[src/rtl/dac_scan_spi.sv]
// ============================================================================
// Module  : dac_scan_spi
// Purpose : Multi-channel DAC refresh engine; walks enabled channels in
//           ascending order and shifts each snapshot code out as an SPI frame.
// Rev     : 1.0 - initial release
// ============================================================================
`default_nettype none

module dac_scan_spi #(
    parameter int N_CH    = 8,
    parameter int DATA_W  = 12,
    parameter int FRAME_W = 16,
    parameter int ADDR_EN = 0,
    parameter int CLK_DIV = 4,
    parameter int GAP_CYC = 8,
    localparam int CH_W   = $clog2(N_CH)
) (
    input  logic                     i_clk_core,
    input  logic                     i_rst,
    input  logic                     i_en,
    input  logic                     i_mode,
    input  logic [N_CH-1:0]          i_ch_mask,
    input  logic [N_CH*DATA_W-1:0]   i_data_in,
    output logic                     o_sclk,
    output logic                     o_dout,
    output logic                     o_sync_n,
    output logic [CH_W-1:0]          o_pos,
    output logic                     o_busy,
    output logic                     o_sweep_done
);

    localparam int PTR_W = CH_W + 1;
    localparam int DIV_W = $clog2(CLK_DIV + 1);
    localparam int BIT_W = $clog2(FRAME_W + 1);
    localparam int GAP_W = $clog2(GAP_CYC + 1);

    typedef enum logic [1:0] {
        S_IDLE  = 2'd0,
        S_LOAD  = 2'd1,
        S_SHIFT = 2'd2,
        S_GAP   = 2'd3
    } state_t;

    state_t               r_state;
    state_t               w_state_nxt;
    logic                 r_en_d;
    logic [N_CH-1:0]      r_mask;
    logic                 r_mode;
    logic [PTR_W-1:0]     r_ptr;
    logic [CH_W-1:0]      r_ch;
    logic [FRAME_W-1:0]   r_frame;
    logic [DIV_W-1:0]     r_div;
    logic [BIT_W-1:0]     r_bit;
    logic [GAP_W-1:0]     r_gap;
    logic                 r_sclk_i;
    logic                 r_sclk;
    logic                 r_dout;
    logic                 r_sync_n;
    logic [CH_W-1:0]      r_pos;
    logic                 r_busy;
    logic                 r_done;

    logic                 w_start;
    logic                 w_restart;
    logic                 w_div_wrap;
    logic                 w_last_bit;
    logic                 w_shift_end;
    logic                 w_gap_end;
    logic                 w_found;
    logic [CH_W-1:0]      w_ch;
    logic [DATA_W-1:0]    w_code;
    logic [FRAME_W-1:0]   w_frame;

    assign w_start     = i_en && (i_mode || !r_en_d) && (i_ch_mask != '0);
    assign w_restart   = r_mode && i_en && (i_ch_mask != '0);
    assign w_div_wrap  = (r_div == DIV_W'(CLK_DIV - 1));
    assign w_last_bit  = (r_bit == BIT_W'(FRAME_W - 1));
    assign w_shift_end = w_div_wrap && !r_sclk_i && w_last_bit;
    assign w_gap_end   = (r_gap == GAP_W'(GAP_CYC - 1));

    // Lowest enabled channel at or above the scan pointer; descending loop lets the lowest win.
    always_comb begin
        w_found = 1'b0;
        w_ch    = '0;
        for (int i = N_CH - 1; i >= 0; i--) begin
            if (r_mask[i] && (PTR_W'(i) >= r_ptr)) begin
                w_found = 1'b1;
                w_ch    = CH_W'(i);
            end
        end
    end

    always_comb begin
        w_code = '0;
        for (int i = 0; i < N_CH; i++) begin
            if (CH_W'(i) == w_ch) begin
                w_code = i_data_in[i*DATA_W +: DATA_W];
            end
        end
    end

    if (ADDR_EN != 0) begin : g_addr
        always_comb begin
            w_frame                     = '0;
            w_frame[DATA_W-1:0]         = w_code;
            w_frame[DATA_W +: CH_W]     = w_ch;
        end
    end else begin : g_noaddr
        always_comb begin
            w_frame             = '0;
            w_frame[DATA_W-1:0] = w_code;
        end
    end

    always_ff @(posedge i_clk_core) begin
        if (i_rst) begin
            r_state <= S_IDLE;
        end else begin
            r_state <= w_state_nxt;
        end
    end

    always_comb begin
        w_state_nxt = r_state;
        case (r_state)
            S_IDLE:  if (w_start) w_state_nxt = S_LOAD;
            S_LOAD:  w_state_nxt = S_SHIFT;
            S_SHIFT: if (w_shift_end) w_state_nxt = S_GAP;
            S_GAP: begin
                if (w_gap_end) begin
                    w_state_nxt = (w_found || w_restart) ? S_LOAD : S_IDLE;
                end
            end
            default: w_state_nxt = S_IDLE;
        endcase
    end

    // Pin outputs are registered from the state, so they trail the internal sequencing by one cycle.
    always_ff @(posedge i_clk_core) begin
        if (i_rst) begin
            r_en_d   <= 1'b0;
            r_mask   <= '0;
            r_mode   <= 1'b0;
            r_ptr    <= '0;
            r_ch     <= '0;
            r_frame  <= '0;
            r_div    <= '0;
            r_bit    <= '0;
            r_gap    <= '0;
            r_sclk_i <= 1'b1;
            r_sclk   <= 1'b1;
            r_dout   <= 1'b0;
            r_sync_n <= 1'b1;
            r_pos    <= CH_W'(N_CH - 1);
            r_busy   <= 1'b0;
            r_done   <= 1'b0;
        end else begin
            r_en_d   <= i_en;
            r_done   <= 1'b0;
            r_sclk   <= (r_state == S_SHIFT) ? r_sclk_i : 1'b1;
            r_sync_n <= (r_state != S_SHIFT);
            r_dout   <= (r_state == S_SHIFT) ? r_frame[FRAME_W-1] : 1'b0;
            case (r_state)
                S_IDLE: begin
                    r_busy <= 1'b0;
                    if (w_start) begin
                        r_mask <= i_ch_mask;
                        r_mode <= i_mode;
                        r_ptr  <= '0;
                        r_busy <= 1'b1;
                    end
                end
                S_LOAD: begin
                    r_ch     <= w_ch;
                    r_ptr    <= PTR_W'(w_ch) + PTR_W'(1);
                    r_frame  <= w_frame;
                    r_div    <= '0;
                    r_bit    <= '0;
                    r_sclk_i <= 1'b1;
                end
                S_SHIFT: begin
                    if (w_div_wrap) begin
                        r_div    <= '0;
                        r_sclk_i <= !r_sclk_i;
                        if (!r_sclk_i) begin
                            if (w_last_bit) begin
                                r_pos <= r_ch;
                                r_gap <= '0;
                            end else begin
                                r_bit   <= r_bit + BIT_W'(1);
                                r_frame <= {r_frame[FRAME_W-2:0], 1'b0};
                            end
                        end
                    end else begin
                        r_div <= r_div + DIV_W'(1);
                    end
                end
                S_GAP: begin
                    r_gap <= r_gap + GAP_W'(1);
                    if (w_gap_end && !w_found) begin
                        r_done <= 1'b1;
                        if (w_restart) begin
                            r_mask <= i_ch_mask;
                            r_ptr  <= '0;
                        end
                    end
                end
                default: ;
            endcase
        end
    end

    assign o_sclk       = r_sclk;
    assign o_dout       = r_dout;
    assign o_sync_n     = r_sync_n;
    assign o_pos        = r_pos;
    assign o_busy       = r_busy;
    assign o_sweep_done = r_done;

endmodule

`default_nettype wire
[config.mk]
export PLATFORM = sky130hd
export DESIGN_NAME = dac_scan_spi
export DESIGN_NICKNAME = d
export VERILOG_FILES = /design/src/rtl/dac_scan_spi.sv
export SDC_FILE = /design/constraint.sdc
export NUM_CORES = 1
export LEC_CHECK = 0
export CAP_MARGIN = 20
export CORE_MARGIN = 8
export CORE_UTILIZATION = 35
export DETAILED_ROUTE_END_ITERATION = 16
export GPL_TIMING_DRIVEN = 0
export HOLD_SLACK_MARGIN = 0.15
export PLACE_DENSITY = 0.76
export SLEW_MARGIN = 25
export SYNTH_ARGS = -nofsm -noshare
export SYNTH_HDL_FRONTEND = slang
export SYNTH_SLANG_ARGS = --single-unit
export TNS_END_PERCENT = 5
[constraint.sdc]
create_clock -name i_clk_core -period 3 [get_ports i_clk_core]
set_input_delay 0.3 -clock i_clk_core [delete_from_list [all_inputs] [get_ports i_clk_core]]
set_output_delay 0.3 -clock i_clk_core [all_outputs]
set_load 0.05 [all_outputs]
==> results.cfg <==
[run_status]
status = finished clean

[synthesis]
synth_async_sr_flop_share_pct = 0
synth_edf_count = 0
ys_ff_latch = 56
synth_area_per_cell_um2 = 7.60
yosysSeqAreaShare_pct = 30.7
synth_cells = 480
synth_area_um2 = 3650
synth_cell_types = 60
syn_nets = 600
synthFlopType = dfxtp_1
yosysWarnings = 0

[floorplanning]
io-pin-count = 116
die_h_um = 118
start_util_pct = 35.7
core_area_um2 = 10200
rows = 37
die_w_um = 118
dieArea_um2 = 14000

[worst_setup_path]
worstSetupStartpointType = flip-flop
crit_type = flip-flop to flip-flop
crit_required_ns = 3.23
r2r_setup_slack_ns = 0.09
crit_path_end_kind = flip-flop
arrival_ns = 3.15
reg2reg_depth = 13
crit_fanout = 8
timing.rr.start = r_ptr[1]$_SDFFE_PP0P_
r2r_end = r_frame[11]$_SDFFE_PP0P_

[sta]
post-route-period-util_pct = 97.1
rsz0062_at_grt = true
hold_violations = 0
relSlewSlack_pct = 51.1
period_needed_ns = 2.91
timing.hold.ws_ns = 0.467
skew_ns = 0.0121
worst_pin_slew_ns = 0.732
maxSlewViolCount = 0
max_freq_mhz = 343
setup_viol = 0

[drt]
remaining_drc_errors = 0
antenna_left = 0
drt-total-wl_um = 13900
drt_iter0_markers = 341
avgViaCountPerCell = 5.82
avgRoutedWirePerCell_um = 18.6
vias = 4332
dr.pass1.iters = 5

[clock_tree]
cts.sinks = 56
cts_buffers = 5
cts_tree = built
insertion_delay_ns = 0.32
clkTransAtPathRegs_ns = 0.11
htree_levels = 2
cts_root_buf = clkbuf_8
ctsHoldBuffers = 0
cts_buffer_depth = 2

[power]
peakVddDrop_mv = 0.522
power.switching_mw = 2.81
p_total_mw = 5.38
seqPwrFrac_pct = 19.4
clkPwrFrac_pct = 8.1
comb_power_share_pct = 72.5
power_density_nw_per_um2 = 1010
p_leak_nw = 1.89
sw_frac_of_total_pct = 52.2
intPower_mw = 2.57

[hold_path]
hold_start = r_frame[12]$_SDFFE_PP0P_
min_path_type = flip-flop to flip-flop
min_to = r_frame[13]$_SDFFE_PP0P_
hold_path_depth = 2

[global_route]
grt_overflow = 0
grt_pass1_wl_um = 21900
grt_pass1_vias = 4362
grtUsageTotal_pct = 19.0
grt_max_degree = 20
antenna_found_initial = 0

[placed_design]
gp_congestion = 0.935
dp_hpwl_um = 10900
port-buffer-count = 114

[final_layout]
area_growth_pct = 45.6
n_antenna_cell = 0
final_nets = 727
nFillCells = 979
final_layout_size_suffix_gt1_share_pct = 10.5

[job]
max_cap_viol_count = 0
==> layout make-up <==
cell class / instances / area, um2 / area share, %
buffer: 29 / 153 / 2.87
clock inverter: 3 / 27.5 / 0.518
clock buffer: 5 / 68.8 / 1.30
tap: 136 / 170 / 3.20
sequential: 56 / 1130 / 21.4
inverter: 15 / 63.8 / 1.20
timing repair buffer: 121 / 1190 / 22.5
multi-input combinational: 379 / 2500 / 47.1
==> power by group through the flow <==
stage	sequential [mW]	clock [mW]	combinational, mW
after floorplan	1.02	0	2.35
after global placement	1.03	0	3.23
after detailed placement	1.04	0	3.30
after CTS	1.03	0.452	3.54
after global routing	1.07	0.477	4.22
final	1.04	0.436	3.90
==> Yosys cell counts (5+ instances only) <==
master,number,area share [%]
dfxtp_1,56,31
ha_1,12,4.1
a21oi_1,41,5.6
nand2_1,55,5.7
a221oi_1,6,1.4
nor3_1,14,1.9
inv_1,13,1.3
nand3_1,18,2.5
o22ai_1,11,1.9
a311o_1,5,1.4
nor2_1,48,4.9
o211ai_1,6,1.2
a31oi_1,6,1.0
a22oi_1,12,2.5
o21a_1,5,1.0
o21ai_0,24,3.3
or3_1,10,1.7
nor4_1,5,0.86
nand3b_1,5,1.0
clkbuf_1,24,2.5
o32ai_1,5,1.2
nand2b_1,10,1.7
a211oi_1,5,1.0
o2111ai_1,6,1.4
buf_1,5,0.51
o41ai_1,6,1.4
a41oi_1,6,1.4
mux2i_1,13,3.6
==> stage by stage <==
stage,cell area (um2),utilization (%),instances,setup TNS (ns),setup slack (ns)
after floorplan,3650,-,480,0,0.0627
after global placement,4960,48.5,730,-5.05,-0.522
after detailed placement,4960,48.5,730,-5.80,-0.598
after CTS,5170,50.5,740,-0.0352,-0.0229
after global routing,5310,51.9,744,-0.284,-0.0873
final,5310,51.9,744,0,0.0875
==> cells in the final DEF, fill, tap and decap left out, drive strengths merged, types with 7 or more instances in the layout <==
cell | synthesis | routed
a21oi | 41 | 41
a22oi | 12 | 12
buf | 6 | 16
clkbuf | 24 | 25
clkdlybuf4s50 | 0 | 114
dfxtp | 56 | 56
ha | 12 | 12
inv | 14 | 15
mux2i | 13 | 13
nand2 | 55 | 55
nand2b | 10 | 10
nand3 | 18 | 18
nor2 | 48 | 48
nor3 | 14 | 14
o211ai | 7 | 7
o21ai | 27 | 27
o22ai | 11 | 11
or3 | 10 | 10
==> cells by family after synthesis <==
kind of cell	after synthesis	share of synthesized area, %
compound gates	167	31.9
xor+xnor	3	0.720
fa+ha+maj	12	4.11
buf+inv	45	4.66
flops	56	30.7
mux	15	4.18
simple gates	182	23.7
==> what timing repair did <==
item	CTS	global route
gates cloned	0	0
resized for setup	36	38
endpoints found under the setup margin	12	12
pin swaps	2	4
setup buffers	2	5
==> worst max-delay path, stage by stage, from the launching register on <==
cell	delay [ns]
dfxtp_4	0.40
and4b_1	0.20
or3_1	0.38
o21ai_2	0.19
nand2_2	0.15
inv_1	0.10
ha_1	0.21
inv_2	0.10
nand2_4	0.13
nor2_1	0.06
a32oi_2	0.28
o31ai_4	0.15
o311a_1	0.18
a2111oi_4	0.30
==> routing by layer <==
layer  vias up  part of all wire [%]  routed length, um  GRT usage (%)
met4         0                   4.2                579           9.21
met5         -                     0                  0              0
met3        43                   7.0                978           3.60
met1      2006                    43               5980           23.1
li1       2066                     -                  -              -
met2       217                    46               6340           31.7
==> worst max path at each step <==
stage / end / cells after the start / from / slack, ns
finish: r_frame[11]$_SDFFE_PP0P_ / 13 / r_ptr[1]$_SDFFE_PP0P_ / 0.09
global route: r_frame[11]$_SDFFE_PP0P_ / 13 / r_ptr[0]$_SDFFE_PP0P_ / -0.09
CTS: r_frame[1]$_SDFFE_PP0P_ / 12 / r_ptr[0]$_SDFFE_PP0P_ / -0.02
detailed placement: r_frame[11]$_SDFFE_PP0P_ / 13 / r_ptr[1]$_SDFFE_PP0P_ / -0.60
global placement: r_frame[11]$_SDFFE_PP0P_ / 13 / r_ptr[1]$_SDFFE_PP0P_ / -0.52
floorplan: r_frame[11]$_SDFFE_PP0P_ / 14 / r_ptr[2]$_SDFFE_PP0P_ / 0.06
==> flip-flops by register name, summed over array words and instances, names as in the netlist <==
signal / count
r_frame: 16
r_mask: 8
r_bit: 5
r_gap: 4
r_ptr: 4
o_pos: 3
r_ch: 3
r_div: 3
r_state: 2
o_busy: 1
o_dout: 1
o_sclk: 1
o_sweep_done: 1
o_sync_n: 1
r_en_d: 1
r_mode: 1
r_sclk_i: 1
No activity file was read; power rests on OpenSTA's default activity.
